File: src/rtl/arm_pkg.sv
// Shared types and constants for the ARM fetch front end.
// Latency: none (declarations only).
// Backpressure: none (declarations only).
package arm_pkg;

    localparam int INSTR_W = 32;
    localparam int ADDR_W  = 32;

    localparam logic [ADDR_W-1:0] RESET_PC_DEFAULT = 32'd0;

    typedef enum logic [1:0] {
        RESET_ST = 2'd0,
        FETCH    = 2'd1,
        STALL    = 2'd2,
        REDIRECT = 2'd3
    } fetch_state_e;

    typedef struct packed {
        logic [INSTR_W-1:0] instru;
        logic [ADDR_W-1:0]  pc_plus4;
    } fetch_entry_t;

    // Instructions are word aligned; a redirect target's low two bits are dropped.
    function automatic logic [ADDR_W-1:0] word_align(input logic [ADDR_W-1:0] addr);
        return addr & ~ADDR_W'(3);
    endfunction

endpackage

File: src/rtl/fetch_queue.sv
// Prefetch queue: DEPTH-entry FIFO of {instruction, pc+4} with flush.
// Latency: an entry pushed on edge N is visible at the head in the following cycle.
// Backpressure: caller must not push when full unless it pops the same cycle; flush overrides push/pop.
module fetch_queue
    import arm_pkg::*;
#(
    parameter int DEPTH = 2
) (
    input  logic         clk,
    input  logic         rst_n,
    input  logic         flush_i,
    input  logic         push_i,
    input  logic         pop_i,
    input  fetch_entry_t wr_dat_i,
    output fetch_entry_t rd_dat_o,
    output logic         rd_vld_o,
    output logic         full_o
);
    // DEPTH is 2 or 4, so pointers wrap naturally at their bit width.
    localparam int PTR_W = $clog2(DEPTH);
    localparam int CNT_W = PTR_W + 1;

    logic [PTR_W-1:0] wr_ptr_q, wr_ptr_d;
    logic [PTR_W-1:0] rd_ptr_q, rd_ptr_d;
    logic [CNT_W-1:0] count_q, count_d;
    fetch_entry_t     mem_q [DEPTH];

    assign rd_vld_o = (count_q != '0);
    assign full_o   = (count_q == CNT_W'(DEPTH));
    assign rd_dat_o = rd_vld_o ? mem_q[rd_ptr_q] : '0;

    // Pointer and occupancy update; a flush empties the queue regardless of push/pop.
    always_comb begin
        wr_ptr_d = wr_ptr_q;
        rd_ptr_d = rd_ptr_q;
        count_d  = count_q;
        if (flush_i) begin
            wr_ptr_d = '0;
            rd_ptr_d = '0;
            count_d  = '0;
        end else begin
            if (push_i) wr_ptr_d = wr_ptr_q + PTR_W'(1);
            if (pop_i)  rd_ptr_d = rd_ptr_q + PTR_W'(1);
            case ({push_i, pop_i})
                2'b10:   count_d = count_q + CNT_W'(1);
                2'b01:   count_d = count_q - CNT_W'(1);
                default: count_d = count_q;
            endcase
        end
    end

    // Control state; reset discards contents by zeroing the occupancy.
    always_ff @(posedge clk or negedge rst_n) begin
        if (!rst_n) begin
            wr_ptr_q <= '0;
            rd_ptr_q <= '0;
            count_q  <= '0;
        end else begin
            wr_ptr_q <= wr_ptr_d;
            rd_ptr_q <= rd_ptr_d;
            count_q  <= count_d;
        end
    end

    // Entry storage; contents are only meaningful under count, so no reset is needed.
    always_ff @(posedge clk) begin
        if (push_i && !flush_i) mem_q[wr_ptr_q] <= wr_dat_i;
    end

endmodule

File: src/rtl/fetch_ctrl.sv
// Instruction-fetch sequencer: owns the PC, drives imem, feeds decode from a prefetch queue.
// Latency: word fetched in cycle N is at out_* in cycle N+1; a branch costs one bubble cycle.
// Backpressure: out_ready low fills the queue, then PC and pushes hold; a branch flush always wins.
module fetch_ctrl
    import arm_pkg::*;
#(
    parameter int                DEPTH    = 2,
    parameter logic [ADDR_W-1:0] RESET_PC = RESET_PC_DEFAULT
) (
    input  logic               clk,
    input  logic               rst_n,
    input  logic               en,
    input  logic               branch_taken,
    input  logic [ADDR_W-1:0]  branch_addr,
    output logic [ADDR_W-1:0]  imem_addr,
    input  logic [INSTR_W-1:0] imem_instru,
    output logic               out_valid,
    input  logic               out_ready,
    output logic [INSTR_W-1:0] out_instru,
    output logic [ADDR_W-1:0]  out_pc_plus4
);
    logic [ADDR_W-1:0] pc_q, pc_d, pc_plus4;
    logic              pop, push, q_full, q_vld;
    fetch_entry_t      wr_entry, head;
    fetch_state_e      state_q, state_d;

    // imem sees the PC register only, so no input reaches the memory address combinationally.
    assign imem_addr = pc_q;
    assign pc_plus4  = pc_q + ADDR_W'(4);

    // A full queue may still accept a word when decode drains the head in the same cycle.
    assign pop  = q_vld & out_ready;
    assign push = en & ~branch_taken & (~q_full | pop);

    assign wr_entry.instru   = imem_instru;
    assign wr_entry.pc_plus4 = pc_plus4;

    // Next PC: a redirect beats everything, otherwise only an actual push advances it.
    always_comb begin
        pc_d = pc_q;
        if (branch_taken) pc_d = word_align(branch_addr);
        else if (push)    pc_d = pc_plus4;
    end

    // Sequencer state: tracks whether fetch is streaming, stalled, or recovering from a redirect.
    always_comb begin
        state_d = state_q;
        if (branch_taken) begin
            state_d = REDIRECT;
        end else begin
            case (state_q)
                RESET_ST: state_d = FETCH;
                REDIRECT: state_d = en ? FETCH : STALL;
                FETCH:    state_d = (!en || (q_full && !pop)) ? STALL : FETCH;
                STALL:    state_d = push ? FETCH : STALL;
                default:  state_d = RESET_ST;
            endcase
        end
    end

    // PC and sequencer registers.
    always_ff @(posedge clk or negedge rst_n) begin
        if (!rst_n) begin
            pc_q    <= RESET_PC;
            state_q <= RESET_ST;
        end else begin
            pc_q    <= pc_d;
            state_q <= state_d;
        end
    end

    fetch_queue #(
        .DEPTH (DEPTH)
    ) u_queue (
        .clk      (clk),
        .rst_n    (rst_n),
        .flush_i  (branch_taken),
        .push_i   (push),
        .pop_i    (pop),
        .wr_dat_i (wr_entry),
        .rd_dat_o (head),
        .rd_vld_o (q_vld),
        .full_o   (q_full)
    );

    assign out_valid    = q_vld;
    assign out_instru   = head.instru;
    assign out_pc_plus4 = head.pc_plus4;

endmodule

File: config.mk
export PLATFORM = sky130hd
export DESIGN_NAME = fetch_ctrl
export DESIGN_NICKNAME = d
export VERILOG_FILES = /design/src/rtl/arm_pkg.sv /design/src/rtl/fetch_queue.sv /design/src/rtl/fetch_ctrl.sv
export SDC_FILE = /design/constraint.sdc
export NUM_CORES = 1
export LEC_CHECK = 0
export ABC_AREA = 1
export BUFFER_PORTS_ARGS = -buffer_cell sky130_fd_sc_hd__buf_2
export CAP_MARGIN = 25
export CORE_ASPECT_RATIO = 1.25
export CORE_MARGIN = 3
export CORE_UTILIZATION = 40
export DETAILED_ROUTE_END_ITERATION = 6
export PLACE_DENSITY = 0.69
export REMOVE_ABC_BUFFERS = 1
export SLEW_MARGIN = 20
export SYNTH_ARGS = -nofsm -noshare
export SYNTH_HDL_FRONTEND = slang
export SYNTH_SLANG_ARGS = --single-unit
File: constraint.sdc
create_clock -name clk -period 3.7 [get_ports clk]
set_clock_uncertainty 0.15 [all_clocks]
set_input_delay 0.185 -clock clk [delete_from_list [all_inputs] [get_ports clk]]
set_output_delay 0.185 -clock clk [all_outputs]
set_load 0.1 [all_outputs]
# == Word-level counts from Yosys, hierarchy flattened ==
# Memory sizes are Yosys's and may differ from the RTL's.
# Cells that the tools add are included.
# word_totals
register_bits,36
ram_bits,128
inputBits,69
out_inout_bits,97
elab_cells,36
mem_count,1
# memory_table
name,depth,word_bits,read_ports,rd_ports_with_merged_regs,write_ports,line_no,rtl
u_queue.mem_q,2,64,1,0,1,fetch_queue.sv:26,fetch_entry_t mem_q [DEPTH];
# classes
add_sub_neg,5
eq_ne,3
mux,11
bitwise_logic,6
n_reduce_logical,6
# ops
operator,count
$mux 32,2
$mux 64,1
$add 32x3->32 const B,1
$mux 1,6
$reduce_bool 2->1,3
$eq 2x2->1 const B,2
$pmux 2 s2,1
$and 1x1->1,3
$reduce_bool 3->1,1
$add 1x1->1 const B,2
$add 2x1->2 const B,1
$eq 2x1->1 const B,1
$mux 2,1
$not 1->1,2
$sub 2x1->2 const B,1
$logic_and 1x1->1,1
$logic_not 1->1,1
$or 1x1->1,1

# == Logic depth before layout (Yosys ltp) ==
# Gate-level depths: netlist (run 1).
# logic_depth
word_depth,7
depth_mapped,10

# == Modules after synthesis ==
# A second synthesis (run 1) with hierarchy kept.
# hier_totals
cells_unflattened,751
area_unflattened_um2,7358.3
# modules_own_cells
module,n_inst,cells_each,area_each_um2,seq_area_each_um2
fetch_queue,1,375,5001.0,3943.8
fetch_ctrl,1,376,2357.3,750.7

# == Worst setup path before layout (run 1) ==
# OpenSTA, ideal clock, no wires.
# synth_timing
kind,register to register
startpoint,register u_queue.count_q[0]
endpoint,memory u_queue.mem_q[0][10] in the netlist's numbering (enable)
setup_time_ps,484
arrival_time_ps,3298
required_time_ps,3066
path_slack_ps,-231
path_stages_with_launch,5
path_buffers,0
cell_sequence,dfrtp_1 inv_1 nand3_1 nand3_2 nor2_1
# synth_between
elab_chain_len,7
elab_cells_between_ends,9
# synth_lines
item,line_no,rtl
start: declaration,fetch_queue.sv:25,"logic [CNT_W-1:0] count_q, count_d;"
start signal: assignment,fetch_queue.sv:61,count_q <= count_d;
$reduce_bool 2->1 or $eq 2x2->1 (tied branches),"fetch_queue.sv:28, fetch_queue.sv:29",
$and 1x1->1 or $not 1->1 (tied branches),"fetch_ctrl.sv:32, fetch_ctrl.sv:33",
$or 1x1->1 (*),fetch_ctrl.sv:33,assign push = en & ~branch_taken & (~q_full | pop);
$and 1x1->1 (*),fetch_ctrl.sv:33,
$logic_and 1x1->1 (*),fetch_queue.sv:67,if (push_i && !flush_i) mem_q[wr_ptr_q] <= wr_dat_i;
$mux 1 (*),fetch_queue.sv:67,
$mux 1 (not written as such) (*),fetch_queue.sv:67,
end: declaration,fetch_queue.sv:26,
# Mark *: on every way between the ends. The rest lies on a longest branch, timed or not.

# == Worst setup path in the final report (run 1) ==
# layout_timing
startpoint,register u_queue.rd_ptr_q
endpoint,output out_instru[9]
# layout_between
elab_chain_len,2
# layout_lines
item,line_no,rtl
start: declaration,fetch_queue.sv:24,"logic [PTR_W-1:0] rd_ptr_q, rd_ptr_d;"
start signal: assignment,fetch_queue.sv:60,rd_ptr_q <= rd_ptr_d;
$mem_v2 2x64,--,
$mux 64,fetch_queue.sv:30,assign rd_dat_o = rd_vld_o ? mem_q[rd_ptr_q] : '0;
end: declaration,fetch_ctrl.sv:19,"output logic [INSTR_W-1:0] out_instru,"
# No other way between the ends.

==> impl_results.md, run 1 <==
* Outcome: complete, no violations
* Max cap viols at 0
* Routed Wire Length at 18.8 mm
* Vias per cell at 4.73
* Fin. Hold Viols at 0
* Sequential-to-total area share from yosys stat at 63.3%
* Die height at 156 µm
* Leading area contributor after synthesis: edfxtp_1
* Most frequent cells in the layout: nand2_1 (312), buf_2 (159), edfxtp_1 (124)
* IO Pins at 166
* Type of the tightest min-delay check: primary input to flip-flop
* Worst hold stages at 5
* Clock transition at path regs at 0.06 ns
* Post-synth cell types at 32
* EDFF count, synth at 124
* Fmax at 0.348 GHz
* CP Data Required Time at 3.37 ns
* Leak pwr at 4.19 nW
* Max FO, Critical Path at 38
* Dpl hpwl at 12.4 mm
* Final Total Pwr at 6.22 mW
* Core box area at 17600 µm²
* Ys Warns at 0
* Residual DRC at 0
* Ranking of synthesized cells by area: edfxtp_1 (52%), nand2_1 (16%), dfrtp_1 (12%), a21oi_1 (4.4%), inv_1 (2.9%)
* Rel. slew slack at 42.0%
* P per Cell Area at 653 nW/µm²
* Clock Tree Buf Depth at 2
* Largest net degree at the start of global routing at 63
* Unrepaired setup endpoints after global routing: false
* Share of cells above drive strength 1 at 22.8%
* Die area at 19700 µm²
* Mean Syn Cell Area at 9.59 µm²
* Register bit total from synthesis at 158
* Hold endpoint: u_queue.count_q[0]
* Starting Density at 41.1%
* WP data arrival at 2.54 ns
* RR Startpoint: u_queue.count_q[0]
* ANT cells at 0
* Reg2Reg Setup Slack at 1.57 ns
* Share of synthesized registers carrying an async set or reset at 21.5%
* Layout area overhead at 31.8%
* Port-buffer cells at 159
* Clk sinks at 158
* Clock root buffer: clkbuf_16
* DRT iter0 DRCs at 417
* Initial antenna violation count at 0
* Crit end category: output pin
* Slew Limit Fails at 0
* GR Overflow Total at 0
* Vias in the first global route at 5654
* Period utilization at 77.6%
* Synth Flop Type: edfxtp_1
* Die width at 126 µm
* Reg2Reg Depth at 5
* Mapped Cells at 753
* Routed WL per cell at 15.5 µm
* DRT Pass-1 Iters at 5
* Min-delay src: en
* Total track usage at 19.3%
* Min Tclk post-route at 2.87 ns
* Post-synth design cell area at 7220 µm²
* Rows at 54
* H-tree Lvls at 4
* Crit path kind: flip-flop to output pin
* Worst ir drop on vdd at 0.280 mV
* Cts bufs inserted at 17
* Hold_ws at 0.0410 ns
* CP Launch Type: flip-flop
* Post-cts resize count at 0
* Post-DRT Antenna Nets at 0
* Placer Congestion at 0.871
* Clock Latency Late Sink at 0.41 ns
* Via Count at 5752
* First-pass GRT wire length at 29.4 mm
* Commonest non-fill, non-tap cell in the layout: nand2_1
* # nets final at 1049
* CTS tree: yes
* Top-area cell type share of the netlist area at 51.5%
* RR Endpoint: u_queue.mem_q[1][19]
* Final-report setup violation count at 0
* Fillers at 1613
* Slew @ Worst Pin at 0.870 ns
[worst max path at each step]
stage,cells past startpoint,endpoint,startpoint
after floorplan,4,u_queue.mem_q[0][10],u_queue.count_q[0]
after global placement,5,out_instru[29],u_queue.rd_ptr_q
after detailed placement,5,out_instru[29],u_queue.rd_ptr_q
after CTS,5,out_instru[29],u_queue.rd_ptr_q
after global routing,5,out_instru[7],u_queue.rd_ptr_q
final,5,out_instru[9],u_queue.rd_ptr_q
[cell type report]
cell class | count | area [µm²] | area share, %
tap | 224 | 280 | 2.94
inverter | 59 | 221 | 2.33
multi-input combinational | 508 | 2300 | 24.2
clock buffer | 21 | 470 | 4.94
sequential | 158 | 4580 | 48.0
timing repair buffer | 235 | 1560 | 16.4
clock inverter | 11 | 115 | 1.21
[sequential cells by signal, summed over array words and instances, names as in the netlist]
register          count
u_queue.mem_q       124
u_queue.wr_ptr_q      1
imem_addr            30
u_queue.count_q       2
u_queue.rd_ptr_q      1
[report_power, final]
part,internal (mW),switching (mW)
logic,0.368,1.98
registers,2.07,0.0926
clock network,1.04,0.668
total,3.47,2.74
[worst max-delay path, stage by stage (launching register included)]
cell	delay [ns]
dfrtp_2	0.40
inv_2	0.57
buf_4	0.43
nand2_1	0.10
a21oi_1	0.15
buf_2	0.44
[per-stage QoR]
step / setup TNS (ns) / cell area, µm² / utilization, % / instances / worst slack, ns
final: 0 / 9520 / 54.2 / 1216 / 0.829
after global routing: 0 / 9520 / 54.2 / 1216 / 0.631
after CTS: 0 / 9520 / 54.2 / 1216 / 0.787
after detailed placement: 0 / 8270 / 47.1 / 1117 / 1.24
after global placement: 0 / 8270 / 47.1 / 1117 / 1.27
after floorplan: -27.43 / 7080 / - / 725 / -0.231
[Yosys cell counts, types with 3 or more instances]
cell type,instances
nand2_1,312
edfxtp_1,124
a21oi_1,64
inv_1,55
nor2_1,41
dfrtp_1,34
nand3_1,26
clkbuf_1,21
o21ai_0,11
nor2_4,7
o21ai_1,6
xnor2_1,6
buf_4,5
nand2_2,5
xor2_2,5
xor2_1,4
inv_2,3
nor2_2,3
o211ai_1,3
[cell families after synthesis]
logic type	synth area share, %
AO/OA/AOI/OAI	6.22
AND/OR/NAND/NOR	22.7
XOR/XNOR	2.34
flip-flops	63.3
other	0.0519
buffers and inverters	5.18
adder cells (fa/ha/maj)	0.173
[layer usage]
metal / vias to the layer above / GRT usage (%) / routed length, µm / part of all wire, %
li1: 2890 / - / - / -
met1: 2653 / 22.8 / 7720 / 41
met2: 176 / 34.3 / 9630 / 51
met3: 33 / 4.40 / 979 / 5.2
met4: 0 / 7.31 / 472 / 2.5
met5: - / 0 / 0 / 0
[what timing repair did]
item,in CTS,in global routing
hold endpoints to repair,130,0
buffers inserted,0,0
hold buffers,67,0
No activity file was read; power rests on OpenSTA's default activity.
==> run 2, diff against run 1 <==
--- a/config.mk
+++ b/config.mk
@@ -12,7 +12,7 @@
 export CORE_MARGIN = 3
 export CORE_UTILIZATION = 40
 export DETAILED_ROUTE_END_ITERATION = 6
-export PLACE_DENSITY = 0.69
+export PLACE_DENSITY = 0.66
 export REMOVE_ABC_BUFFERS = 1
 export SLEW_MARGIN = 20
 export SYNTH_ARGS = -nofsm -noshare
==> constraint.sdc (replaced) <==
create_clock -name clk -period 2.95 [get_ports clk]
set_clock_uncertainty 0.15 [all_clocks]
set_input_delay 0.1475 -clock clk [delete_from_list [all_inputs] [get_ports clk]]
set_output_delay 0.1475 -clock clk [all_outputs]
set_load 0.1 [all_outputs]
==> run 2 against run 1 <==
Compared with the run above:
- register-to-register slack worse by 0.81 ns
- total power up 32%
- largest cell class unchanged
- non-clock buffer count up 4
- combinational power up 40%
- sequential cell count unchanged
==> impl_results.md, run 2 (synthesis results as in run 1) <==
* Core box area at 17600 µm² (unchanged)
* Residual DRC at 0 (unchanged)
* Top Layer Used: met4
* Reg2Reg Setup Slack at 0.76 ns (-0.81 ns)
* Port-buffer cells at 159 (unchanged)
* Final Total Pwr at 8.20 mW (+32%)
* Type of the tightest min-delay check: primary input to flip-flop
* Max incr delay on CP at 0.45 ns (-0.12 ns)
* Placed Cells at 1121 (+0.36%)
* Slew Limit Fails at 0 (unchanged)
* GR Overflow Total at 0 (unchanged)
* H-tree Lvls at 4 (unchanged)
* Post-DRT Antenna Nets at 0 (unchanged)
* RR Endpoint: imem_addr[3]
* Die width at 126 µm (unchanged)
* Met1 wire length at 7.79 mm (+0.84%)
* RR Startpoint: u_queue.count_q[0]
* Commonest non-fill, non-tap cell in the layout: nand2_1
* Clock Latency Late Sink at 0.42 ns (about the same)
* Worst path slowest cell: buf_2
* Period utilization at 83.1%
* Finished Layout Cells at 1220 (+0.33%)
* Share of cells above drive strength 1 at 23.0% (+0.21 points)
* Fin. Hold Viols at 0 (unchanged)
* Hold_ws at 0.0201 ns (-0.0209 ns)
* Starting Density at 41.1% (unchanged)
* Final instance area at 10000 µm² (+5.4%)
* Crit path kind: flip-flop to output pin
* CP Launch Type: flip-flop
* Rel. slew slack at 41.4% (-0.59 points)
* Placer Congestion at 0.848 (-2.7%)
* Dpl hpwl at 12.8 mm (+3.2%)
* Die height at 156 µm (unchanged)
* Fillers at 1507 (-6.6%)
* Slew @ Worst Pin at 0.879 ns (+0.00888 ns)
* Final-report setup violation count at 0 (unchanged)
* Clk sinks at 158 (unchanged)
* Final core utilization at 57.1% (+2.9 points)
* Crit end category: output pin
* Initial antenna violation count at 0 (unchanged)
* Top cell family by delay on the critical path: buffers and inverters
* Rows at 54 (unchanged)
* Reg2Reg Depth at 8 (+3)
* Pre-CTS setup slack at 0.826 ns (-0.415 ns)
* Met3 wire length at 929 µm (-5.1%)
* Setup Fix Bufs, Post-CTS at 0 (unchanged)
* Most frequent cells in the layout: nand2_1 (312), buf_2 (130), edfxtp_1 (124)
* Worst ir drop on vdd at 0.647 mV (+130%)
* Cts bufs inserted at 17 (unchanged)
* CP Data Required Time at 2.65 ns (-0.72 ns)
* Origin of the worst setup path: u_queue.rd_ptr_q
* CP endpoint: out_instru[5]
* Layout area overhead at 38.9%
* Via Count at 5881 (+2.2%)
* CP Depth at 5 (unchanged)
* Clock root buffer: clkbuf_16
* CTS tree: yes
* Max cap viols at 0 (unchanged)
* CP Cell Sequence: inv_2 -> buf_12 -> nand2_1 -> a21oi_1 -> buf_2
* Clock transition at path regs at 0.06 ns (about the same)
* Post-place instance area at 8770 µm² (+6.1%)
* Sum Neg Setup Slack at 0 ns (unchanged)
* IO Pins at 166 (unchanged)
* Vias in the first global route at 5828 (+3.1%)
* Setup WS post-layout at 0.498 ns (-0.332 ns)
* Total track usage at 19.6% (+0.36 points)
* CP bufs+invs at 3 (unchanged)
* Fmax at 0.408 GHz
* Largest register FFs at 124 (unchanged)
* # nets final at 1053 (+0.38%)
* ANT cells at 0 (unchanged)
* Largest net degree at the start of global routing at 63 (unchanged)
* Die area at 19700 µm² (unchanged)
* WP data arrival at 2.15 ns (-0.39 ns)
* Min Tclk post-route at 2.45 ns
* Routed Wire Length at 19.0 mm (+1.1%)
* DRT Pass-1 Iters at 5 (unchanged)
* Biggest register: u_queue.mem_q
* DRT iter0 DRCs at 482 (+16%)
* Outcome: complete, no violations
* Max FO, Critical Path at 24 (-37%)
* Routed WL per cell at 15.6 µm (+0.81%)
* Unrepaired setup endpoints after global routing: false
* Leak pwr at 4.32 nW (+3.2%)
* First-pass GRT wire length at 30.2 mm (+2.6%)
* P per Cell Area at 817 nW/µm² (+25%)
* Vias per cell at 4.82 (+1.9%)
* WL met2 at 10.0 mm (+4.2%)
* Clock Tree Buf Depth at 2 (unchanged)
run 2: per-layer routing:
| layer | global-route usage [%] | up-vias |
|---|---|---|
| met5 | 0 | - |
| met4 | 6.08 | 0 |
| met3 | 4.10 | 18 |
| met2 | 35.4 | 170 |
| met1 | 23.7 | 2788 |
| li1 | - | 2905 |
run 2: report_power, final:
part           switching, mW  internal, mW
Combinational           2.55         0.741
Sequential             0.119          2.59
Clock                  0.873          1.33
run 2: worst min-delay path, stage by stage:
cell	delay (ns)
buf_2	0.11
nand4_1	0.09
a21oi_1	0.09
nand2_1	0.06
nand2_1	0.05
run 2: how the worst min path moves through the flow:
stage | startpoint | endpoint | slack, ns | cells past startpoint
2_1_floorplan | rst_n | imem_addr[10] | -0.30 | 0
3_3_place_gp | rst_n | imem_addr[31] | 0.17 | 1
3_5_place_dp | rst_n | imem_addr[31] | 0.16 | 1
4_1_cts | en | u_queue.count_q[0] | 0.007 | 5
5_1_grt | en | u_queue.count_q[1] | 0.06 | 5
6_report | en | u_queue.count_q[1] | 0.02 | 5
run 2: area by class of cell:
cell class / instances / area [µm²] / share of cell area (%)
Clock buffer: 17 / 425 / 4.24
Clock inverter: 15 / 170 / 1.70
Inverter: 59 / 221 / 2.21
Sequential cell: 158 / 4580 / 45.6
Multi-Input combinational cell: 508 / 2300 / 22.9
Tap cell: 224 / 280 / 2.79
Timing Repair Buffer: 239 / 2060 / 20.5
run 2: timing repair:
item,in CTS,in global routing
resized for setup,0,0
hold buffers,67,0
hold endpoints to repair,130,0
==> run 3, diff against run 2 <==
==> constraint.sdc (replaced) <==
create_clock -name clk -period 2.3 [get_ports clk]
set_clock_uncertainty 0.15 [all_clocks]
set_input_delay 0.115 -clock clk [delete_from_list [all_inputs] [get_ports clk]]
set_output_delay 0.115 -clock clk [all_outputs]
set_load 0.1 [all_outputs]
==> run 3 against run 2 <==
Compared with the run above:
- total power increased by 35%
- cell count rose by 0.16%
- clock power is 32% higher
- sequential share of layout area down 2.4 points
- sequential power rose by 29%
- final area is 5.7% higher
- worst hold slack improved by 0.19 ns
- routed wire length increased by 1.5%
- register-to-register slack worse by 0.63 ns
- first-iteration DRC count shrank 9.8%
- critical endpoint is now out_pc_plus4[5]
==> impl_results.md, run 3 (synthesis results as in run 1) <==
* Rel. slew slack at 38.3% (-3.1 points)
* Total track usage at 19.8% (+0.18 points)
* Slew Limit Fails at 0 (unchanged)
* Outcome: complete, no violations
* CP Data Required Time at 2.04 ns (-0.61 ns)
* Vias in the first global route at 5940 (+1.9%)
* Cts bufs inserted at 17 (unchanged)
* Unrepaired setup endpoints after global routing: false
* WP data arrival at 1.93 ns (-0.22 ns)
* IO Pins at 166 (unchanged)
* Crit path kind: flip-flop to output pin
* Final-report setup violation count at 0 (unchanged)
* GR Overflow Total at 0 (unchanged)
* Layout area overhead at 46.8%
* Via Count at 5840 (-0.70%)
* # nets final at 1055 (+0.19%)
* DRT Pass-1 Iters at 5 (unchanged)
* Clk sinks at 158 (unchanged)
* Min Tclk post-route at 2.20 ns
* Clock transition at path regs at 0.07 ns (about the same)
* Max cap viols at 0 (unchanged)
* Placer Congestion at 0.866 (+2.1%)
* DRT iter0 DRCs at 435 (-9.8%)
* Post-DRT Antenna Nets at 0 (unchanged)
* Die width at 126 µm (unchanged)
* Die area at 19700 µm² (unchanged)
* Slew @ Worst Pin at 0.925 ns (+0.0460 ns)
* Routed Wire Length at 19.3 mm (+1.5%)
* Fillers at 1466 (-2.7%)
* Crit end category: output pin
* Starting Density at 41.1% (unchanged)
* Share of cells above drive strength 1 at 23.3% (+0.35 points)
* Worst ir drop on vdd at 0.651 mV (+0.63%)
* Largest net degree at the start of global routing at 65 (+3.2%)
* Biggest register: u_queue.mem_q
* ANT cells at 0 (unchanged)
* Residual DRC at 0 (unchanged)
* Dpl hpwl at 12.7 mm (-1.1%)
* Clock Tree Buf Depth at 2 (unchanged)
* P per Cell Area at 1040 nW/µm² (+28%)
* Die height at 156 µm (unchanged)
* Leak pwr at 4.45 nW (+2.9%)
* Initial antenna violation count at 0 (unchanged)
* H-tree Lvls at 4 (unchanged)
* First-pass GRT wire length at 30.4 mm (+0.64%)
* Fin. Hold Viols at 0 (unchanged)
* Commonest non-fill, non-tap cell in the layout: nand2_1
* Period utilization at 95.6%
* Routed WL per cell at 15.8 µm (+1.3%)
* Hold_ws at 0.211 ns (+0.191 ns)
* Clock Latency Late Sink at 0.43 ns (about the same)
* Setup Fix Bufs, Post-CTS at 0 (unchanged)
* Port-buffer cells at 159 (unchanged)
* Final core utilization at 60.4% (+3.2 points)
* Core box area at 17600 µm² (unchanged)
* CP Launch Type: flip-flop
* Max FO, Critical Path at 32 (+33%)
* Most frequent cells in the layout: nand2_1 (312), edfxtp_1 (124), buf_2 (97)
* CTS tree: yes
* Type of the tightest min-delay check: primary input to asynchronous set/reset pin
* Fmax at 0.455 GHz
* Rows at 54 (unchanged)
* Largest register FFs at 124 (unchanged)
* Clock root buffer: clkbuf_16
* Vias per cell at 4.78 (-0.86%)
==> run 3: metrics by stage <==
stage / worst slack, ns / instances / cell area (µm²) / power (mW) / setup TNS [ns]
2_1_floorplan: -1.63 / 725 / 7080 / 6.48 / -280.98
5_1_grt: 0.00781 / 1222 / 10600 / 11.5 / 0
6_report: 0.101 / 1222 / 10600 / 11.1 / 0
4_1_cts: 0.0167 / 1221 / 10600 / 11.1 / 0
3_3_place_gp: 0.492 / 1120 / 9260 / 8.06 / 0
3_5_place_dp: 0.438 / 1120 / 9260 / 8.10 / 0
==> run 3: final timing paths <==
path                       slack (ns)                from                   end  depth (start not counted)
setup / recovery                 0.10    u_queue.rd_ptr_q       out_pc_plus4[5]                          5
hold / removal                   0.21               rst_n         imem_addr[30]                          2
setup reg to reg                 0.13  u_queue.count_q[0]          imem_addr[3]                          8
hold reg to reg                  0.42  u_queue.count_q[0]    u_queue.count_q[0]                          2
max in group asynchronous        1.14               rst_n      u_queue.rd_ptr_q                          2
min in group clk                 0.26      imem_instru[4]  u_queue.mem_q[1][36]                          2
==> run 3: power breakdown <==
part | internal (mW) | switching (mW)
logic | 1.33 | 3.33
clock network | 1.73 | 1.18
registers | 3.32 | 0.163
==> run 3: cell type report <==
| type | count | area, µm² | share of cell area [%] |
|---|---|---|---|
| clock buffer | 18 | 429 | 4.05 |
| clock inverter | 14 | 184 | 1.73 |
| inverter | 59 | 221 | 2.09 |
| multi-input combinational | 508 | 2310 | 21.7 |
| sequential | 158 | 4580 | 43.1 |
| tap | 224 | 280 | 2.64 |
| timing repair buffer | 241 | 2610 | 24.6 |
==> run 3: repair_timing <==
item                                   4_1_cts  5_1_grt
hold buffers                                69        0
setup endpoints to repair                    0       26
resized for setup                            0        4
endpoints found under the hold margin      131        0
==> run 3: critical path, cell delays in order (launching register included) <==
cell,delay (ns)
dfrtp_2,0.50
inv_2,0.16
buf_16,0.22
nand2_1,0.07
a21oi_1,0.31
buf_12,0.23
==> run 3: layer usage <==
metal,track usage (%),up-vias,share of wire [%]
met2,35.8,161,52
met4,7.05,0,2.4
li1,-,2909,-
met3,4.54,33,4.5
met5,0,-,0
met1,23.2,2737,41
